`src/rtl/sram_ctrl_pkg.sv`:
```
// rtl/sram_ctrl_pkg.sv - shared types and constants for the SRAM access controller
package sram_ctrl_pkg;

    typedef enum logic [1:0] {
        IDLE   = 2'd0,
        SETUP  = 2'd1,
        ACTIVE = 2'd2,
        DONE   = 2'd3
    } sram_state_e;

    // {write_en, sense_en} pairs driven to the macro
    localparam logic [1:0] CTRL_IDLE  = 2'b01;
    localparam logic [1:0] CTRL_WRITE = 2'b11;
    localparam logic [1:0] CTRL_READ  = 2'b00;

    localparam int N_ADDR_DEFAULT = 12;
    localparam int N_DATA_DEFAULT = 8;

endpackage

```
`src/rtl/rr_arbiter2.sv`:
```
// rtl/rr_arbiter2.sv - two-way round-robin arbiter with remembered last grant
module rr_arbiter2 (
    input  logic clk,
    input  logic rst_n,
    input  logic req0,
    input  logic req1,
    input  logic grant_update,
    output logic grant0,
    output logic grant1
);

    // resets to 1 so requester 0 wins the first tie
    logic last_grant;

    always_ff @(posedge clk or negedge rst_n) begin
        if (!rst_n) begin
            last_grant <= 1'b1;
        end else if (grant_update) begin
            last_grant <= grant1;
        end
    end

    assign grant0 = req0 & (~req1 | last_grant);
    assign grant1 = req1 & (~req0 | ~last_grant);

endmodule

```
`src/rtl/sram_access_arbiter.sv`:
```
// rtl/sram_access_arbiter.sv - two-requester sequencer generating the compiled SRAM macro clock and controls
module sram_access_arbiter
    import sram_ctrl_pkg::*;
#(
    parameter int N_addr = N_ADDR_DEFAULT,
    parameter int N_data = N_DATA_DEFAULT,
    parameter int T_HALF = 4
) (
    input  logic              clk,
    input  logic              rst_n,
    input  logic              req0_valid,
    output logic              req0_ready,
    input  logic              req0_we,
    input  logic [N_addr-1:0] req0_addr,
    input  logic [N_data-1:0] req0_wdata,
    output logic              req0_rvalid,
    output logic [N_data-1:0] req0_rdata,
    input  logic              req1_valid,
    output logic              req1_ready,
    input  logic              req1_we,
    input  logic [N_addr-1:0] req1_addr,
    input  logic [N_data-1:0] req1_wdata,
    output logic              req1_rvalid,
    output logic [N_data-1:0] req1_rdata,
    output logic              sram_clk,
    output logic [N_addr-1:0] sram_addr,
    output logic [N_data-1:0] sram_din,
    output logic              sram_write_en,
    output logic              sram_sense_en,
    input  logic [N_data-1:0] sram_dout,
    output logic              busy
);

    localparam int PW = $clog2(T_HALF) + 1;
    localparam logic [PW-1:0] PH_LOAD = PW'(T_HALF - 1);

    sram_state_e       state;
    sram_state_e       state_nxt;
    logic [PW-1:0]     phase;
    logic              phase_done;
    logic              owner;
    logic              cur_we;
    logic              next_we;
    logic              grant0;
    logic              grant1;
    logic              hs;
    logic              rd_done;
    logic [1:0]        ctrl;
    logic              sel_we;
    logic [N_addr-1:0] sel_addr;
    logic [N_data-1:0] sel_wdata;

    rr_arbiter2 u_arb (
        .clk          (clk),
        .rst_n        (rst_n),
        .req0         (req0_valid),
        .req1         (req1_valid),
        .grant_update (hs),
        .grant0       (grant0),
        .grant1       (grant1)
    );

    // ready is gated by rst_n so nothing is offered while reset is held
    assign req0_ready = rst_n & (state == IDLE) & grant0;
    assign req1_ready = rst_n & (state == IDLE) & grant1;
    assign hs         = req0_ready | req1_ready;

    assign sel_we    = grant1 ? req1_we    : req0_we;
    assign sel_addr  = grant1 ? req1_addr  : req0_addr;
    assign sel_wdata = grant1 ? req1_wdata : req0_wdata;

    assign phase_done = (phase == '0);
    assign rd_done    = (state == ACTIVE) && phase_done && !cur_we;
    assign next_we    = hs ? sel_we : cur_we;
    assign busy       = (state != IDLE);

    assign sram_write_en = ctrl[1];
    assign sram_sense_en = ctrl[0];

    always_comb begin
        state_nxt = state;
        case (state)
            IDLE:    if (hs)         state_nxt = SETUP;
            SETUP:   if (phase_done) state_nxt = ACTIVE;
            ACTIVE:  if (phase_done) state_nxt = DONE;
            DONE:                    state_nxt = IDLE;
            default:                 state_nxt = IDLE;
        endcase
    end

    always_ff @(posedge clk or negedge rst_n) begin
        if (!rst_n) begin
            state       <= IDLE;
            phase       <= '0;
            owner       <= 1'b0;
            cur_we      <= 1'b0;
            sram_addr   <= '0;
            sram_din    <= '0;
            sram_clk    <= 1'b0;
            ctrl        <= CTRL_IDLE;
            req0_rvalid <= 1'b0;
            req1_rvalid <= 1'b0;
            req0_rdata  <= '0;
            req1_rdata  <= '0;
        end else begin
            state <= state_nxt;
            if (state_nxt != state) begin
                phase <= PH_LOAD;
            end else if (!phase_done) begin
                phase <= phase - 1'b1;
            end
            if (hs) begin
                owner     <= grant1;
                cur_we    <= sel_we;
                sram_addr <= sel_addr;
                sram_din  <= sel_wdata;
            end
            // macro pins are registered from the next state so they never glitch
            sram_clk <= (state_nxt == ACTIVE);
            if (state_nxt == SETUP || state_nxt == ACTIVE) begin
                ctrl <= next_we ? CTRL_WRITE : CTRL_READ;
            end else begin
                ctrl <= CTRL_IDLE;
            end
            req0_rvalid <= rd_done && !owner;
            req1_rvalid <= rd_done && owner;
            if (rd_done && !owner) req0_rdata <= sram_dout;
            if (rd_done && owner)  req1_rdata <= sram_dout;
        end
    end

endmodule
```
`config.mk`:
```
export PLATFORM = sky130hd
export DESIGN_NAME = sram_access_arbiter
export DESIGN_NICKNAME = d
export VERILOG_FILES = /design/src/rtl/sram_ctrl_pkg.sv /design/src/rtl/rr_arbiter2.sv /design/src/rtl/sram_access_arbiter.sv
export SDC_FILE = /design/constraint.sdc
export NUM_CORES = 1
export LEC_CHECK = 0
export CAP_MARGIN = 20
export CORE_ASPECT_RATIO = 0.8
export CORE_MARGIN = 2
export CORE_UTILIZATION = 38
export DETAILED_ROUTE_END_ITERATION = 7
export HOLD_SLACK_MARGIN = 0.15
export PLACE_DENSITY = 0.74
export SYNTH_ARGS = -nofsm -noshare
export SYNTH_HDL_FRONTEND = slang
export SYNTH_SLANG_ARGS = --single-unit
```
`constraint.sdc`:
```
create_clock -name clk -period 2.2 [get_ports clk]
set_clock_uncertainty 0.05 [all_clocks]
set_input_delay 0.44 -clock clk [delete_from_list [all_inputs] [get_ports clk]]
set_output_delay 0.44 -clock clk [all_outputs]
set_load 0.005 [all_outputs]
```
# Word level (Yosys, flattened, before mapping)
# Index checks and enable logic that the tools add are counted.
[totals]
out_inout_bits = 44
regBits = 49
[classes]
mux = 12
n_reduce_logical = 10
addsub = 1
bitwise_logic = 11
n_eq_ne = 7
[op_table]
columns = ["cell", "count"]
rows = [
  ["12-bit two-way mux", 1],
  ["2-bit two-way mux", 5],
  ["8-bit two-way mux", 1],
  ["2-bit case mux with 4 select lines", 1],
  ["2-bit equality test (second input constant)", 3],
  ["3-bit two-way mux", 2],
  ["1-bit bitwise AND", 5],
  ["2-bit by 1-bit equality test with 1-bit output (second input constant)", 2],
  ["1-bit logical AND", 4],
  ["3-bit zero test", 1],
  ["1-bit inverter", 3],
  ["1-bit bitwise OR", 3],
  ["3-bit by 1-bit subtractor with 3-bit output (second input constant)", 1],
  ["1-bit zero test", 2],
  ["2-bit zero test", 1],
  ["1-bit two-way mux", 2],
  ["2-bit by 1-bit inequality test with 1-bit output (second input constant)", 1],
  ["2-bit inequality test", 1],
  ["2-bit nonzero test", 1],
  ["1-bit logical OR", 1],
]

# Longest topological paths before layout
[logic_depth]
ltp_word = 10
mapped_depth = 9

# Modules after synthesis
# A second synthesis with hierarchy kept.
[hier_totals]
hier_cells = 189
area_unflattened_um2 = 2268.4
[by_module_without_submodules]
columns = ["module", "area_each_um2", "cells_each", "instances", "seq_area_each_um2"]
rows = [
  ["sram_access_arbiter", 2204.6, 184, 1, 1202.4],
  ["rr_arbiter2", 63.8, 5, 1, 26.3],
]

# Least setup slack after synthesis
# OpenSTA, ideal clock, no wires.
[synth_path]
path_type = "register to register"
start = "register state[1]"
end = "register ctrl[0]"
arrival_time_ps = 1830
path_stages_with_launch = 8
required_ps = 2066
path_buffers = 2
path_slack_ps = 236
period_less_slack_ps = 1964
cell_sequence = "dfrtp_1 -> nor3b_2 -> and2_1 -> buf_4 -> buf_2 -> nor2_1 -> ha_1 -> or2_2"
[synth_via]
elab_chain_cells = 9
elab_cells_between_ends = 18
[synth_lines]
columns = ["element", "line_no", "text"]
rows = [
  ["start: declaration", "sram_access_arbiter.sv:37", "sram_state_e state;"],
  ["start signal: assignment", "sram_access_arbiter.sv:106", "state <= state_nxt;"],
  ["2-bit zero test", "sram_access_arbiter.sv:64, sram_access_arbiter.sv:65, sram_access_arbiter.sv:82", ""],
  ["1-bit bitwise AND", "sram_access_arbiter.sv:64, sram_access_arbiter.sv:65", ""],
  ["1-bit bitwise AND (on tied branches)", "sram_access_arbiter.sv:64, sram_access_arbiter.sv:65", ""],
  ["1-bit bitwise OR", "sram_access_arbiter.sv:66", "assign hs = req0_ready | req1_ready;"],
  ["2-bit two-way mux", "sram_access_arbiter.sv:83", "IDLE: if (hs) state_nxt = SETUP;"],
  ["2-bit case mux with 4 select lines", "sram_access_arbiter.sv:82", "case (state)"],
  ["2-bit by 1-bit equality test with 1-bit output / 2-bit equality test (equally long branches)", "sram_access_arbiter.sv:120", "if (state_nxt == SETUP || state_nxt == ACTIVE) begin"],
  ["1-bit logical OR", "sram_access_arbiter.sv:120", ""],
  ["2-bit two-way mux *", "sram_access_arbiter.sv:120", ""],
  ["end signal: assignment", "sram_access_arbiter.sv:121", "ctrl <= next_we ? CTRL_WRITE : CTRL_READ;"],
  ["end: declaration", "sram_access_arbiter.sv:48", "logic [1:0] ctrl;"],
]
# Every way passes the cells marked *; elsewhere a longest branch is shown, timed or not.
# A chain may end at the register's enable or synchronous reset.

# Worst setup path after layout
[layout_path]
start = "register state[0]"
end = "output busy"
[layout_via]
elab_chain_cells = 1
[layout_lines]
columns = ["element", "line_no", "text"]
rows = [
  ["2-bit nonzero test", "sram_access_arbiter.sv:75", "assign busy = (state != IDLE);"],
  ["end: declaration", "sram_access_arbiter.sv:31", "output logic busy"],
]
# No other way between the ends.

==> impl_metrics.yaml <==
global_route:
  antenna_found_initial: 0
  grt_util_all_layers: 0.169
  grt.overflow.total: 0
  grt_pass1_wl_microns: 8160
  first_global_vias: 1718
  grt_max_degree: 50
outcome:
  status: "finished clean"
layout:
  nNetsFinal: 344
  synthToLayoutAreaGrowth_pct: 55.3
  final_area_sq_um: 3360
  diodes: 0
  drive_above_1_share: 0.167
floorplan:
  die_h_microns: 71.5
  io_pins: 98
  die_area_sq_um: 6320
  die_x_microns: 88.4
  num_rows: 24
  coreArea_sq_um: 5470
  initial_utilization: 0.396
placed_design:
  port_buffers: 97
  gp_congestion: 0.770
  dpl_cell_area_sq_um: 3260
  dpl.hpwl_microns: 3790
drt:
  ant_nets: 0
  m1WireLength_microns: 2260
  dr_wl_met3_microns: 334
  top_layer_used: "met4"
  routedWlPerCell_microns: 14.2
  vias: 1720
  wl_met2_microns: 2560
  drc: 0
  finalWirelength_microns: 5180
  drt_iter0_markers: 48
  dr.pass1.iters: 4
  vias_per_cell: 4.70
timing:
  setup_tns_ps: 0
  rsz0062_at_grt: "no"
  min_period_ps: 2120
  setup_viol: 0
  period_share: 0.963
  finalHoldViolations: 0
  slew_headroom: 0.598
  fmax_ghz: 0.472
  tightest_slew_ps: 603
  maxSlewViolCount: 0
  whs_ps: 235
critical_path:
  crit_family: "buffers and inverters"
  slowest_delay_ps: 450
  r2r-start: "phase[0]"
  worst-path-max-fanout: 11
  critPathLaunch: "state[0]"
  path_buf_inv: 2
  worst_r2r_endpoint: "req1_rdata[3]"
  reg2reg_slack_ps: 330
  path_class: "flip-flop to output pin"
  worst_ep_arrival_time_ps: 1630
  start_kind: "flip-flop"
  required_ps: 1710
  cp_slowest_cell: "clkdlybuf4s50_1"
  reg2reg_depth: 6
  crit_chain: "buf_4 -> or2_2 -> clkdlybuf4s50_1"
  cp-end-kind: "output pin"
clock_network:
  cts_sinks: 49
  worstSkewPairLatency_ps: 290
  cts_hold_buf: 0
  htree_levels: 2
  cts_buffers: 5
  cts_root_buffer: "clkbuf_8"
  cts_tree: "done"
  path_clk_slew_ps: 90
  ctsLongestPathBuffers: 2
hold_path:
  hold_path.class: "input port to async pin"
job:
  maxCapViolCount: 0
yosys:
  synth-main-ff-cell: "dfrtp_1"
  synthTopCellsByArea: "dfrtp_1 54%, mux2i_1 9.7%, mux2_2 8.3%"
  synth_seq_cells: 49
  ys_types: 33
  syn_area_sq_um: 2170
  synth_common_cells: "47 x dfrtp_1, 24 x nor2_1, 22 x a21oi_1"
  synth_cells: 181
  yosysTopAreaCell: "dfrtp_1"
  mappedNetlistNets: 238
  yosys_warnings: 0
  yosysSeqAreaShare: 0.567
  synth_edf_count: 0
  synth_top_area_share: 0.543
  async_reset_ff_frac: 1.00
  yosysMostFrequentCell: "dfrtp_1"
  syn_area_per_cell_sq_um: 12.0
power:
  power_w: 0.00364
  p_leak_nw: 1.49
  peakVddDrop_mv: 0.473
  power_density_nw_per_um2: 1080
[sequential cells by signal, summed over array words and instances, names as in the netlist]
name              cells
sram_addr            12
req0_rdata            8
req1_rdata            8
sram_din              8
phase                 3
ctrl                  2
state                 2
cur_we                1
owner                 1
req0_rvalid           1
req1_rvalid           1
sram_clk              1
u_arb.last_grant      1
[power by group]
group	switching, W	internal (W)
combinational	0.000656	0.00100
clock	0.000284	0.000221
sequential	0.000219	0.00126
total	0.00116	0.00248
[layer usage]
metal | global-route usage | up-vias
met4 | 0.0404 | 0
met1 | 0.218 | 822
met3 | 0.0530 | 2
met2 | 0.277 | 54
met5 | 0 | -
li1 | - | 842
[cells by family (layout without fill, tap and decap cells)]
logic type,after synthesis,in the layout,synth area share
compound gates,33,33,0.0901
simple gates,45,45,0.113
fa+ha+maj,3,3,0.0173
mux,37,37,0.180
buf+inv,14,121,0.0323
flops,49,49,0.567
[final cells by class]
| type | instances | area (sq um) |
|---|---|---|
| fill | 476 | 2100 |
| inverter | 5 | 18.8 |
| clock buffer | 6 | 72.6 |
| timing repair buffer | 108 | 1050 |
| sequential | 49 | 1230 |
| multi-input combinational | 118 | 887 |
| clock inverter | 2 | 10.0 |
| tap | 78 | 97.6 |
[metrics by stage]
step           utilization  std cells  worst slack (ps)
6_report             0.616        366              81.7
2_1_floorplan            -        181               236
3_3_place_gp         0.597        357             -55.7
4_1_cts              0.614        366              14.9
5_1_grt              0.616        366              36.7
3_5_place_dp         0.597        357             -53.7
[cell usage in the layout (no fill, tap or decap), types with 4 or more instances in the layout]
master and n:
clkbuf_8 5, dfrtp_1 46, or2_2 4, clkdlybuf4s50_1 93, nor2_1 24, a21oi_1 22, mux2i_1 21, mux2_2 16
inv_1 5, buf_4 11
[worst max-delay path by stage]
| stage | end | slack (ps) | cells past startpoint |
|---|---|---|---|
| after detailed placement | req1_ready | -50 | 4 |
| after global routing | busy | 40 | 3 |
| final | busy | 80 | 3 |
| after global placement | req1_ready | -60 | 4 |
| after floorplan | ctrl[0] | 240 | 7 |
| after CTS | req0_ready | 10 | 4 |
[what timing repair did]
| action | in CTS | in global routing |
|---|---|---|
| setup buffers | 1 | 0 |
| pin swaps | 1 | 0 |
| endpoints found under the setup margin | 2 | 1 |
| resized for setup | 4 | 2 |
No activity file was read; power rests on OpenSTA's default activity.
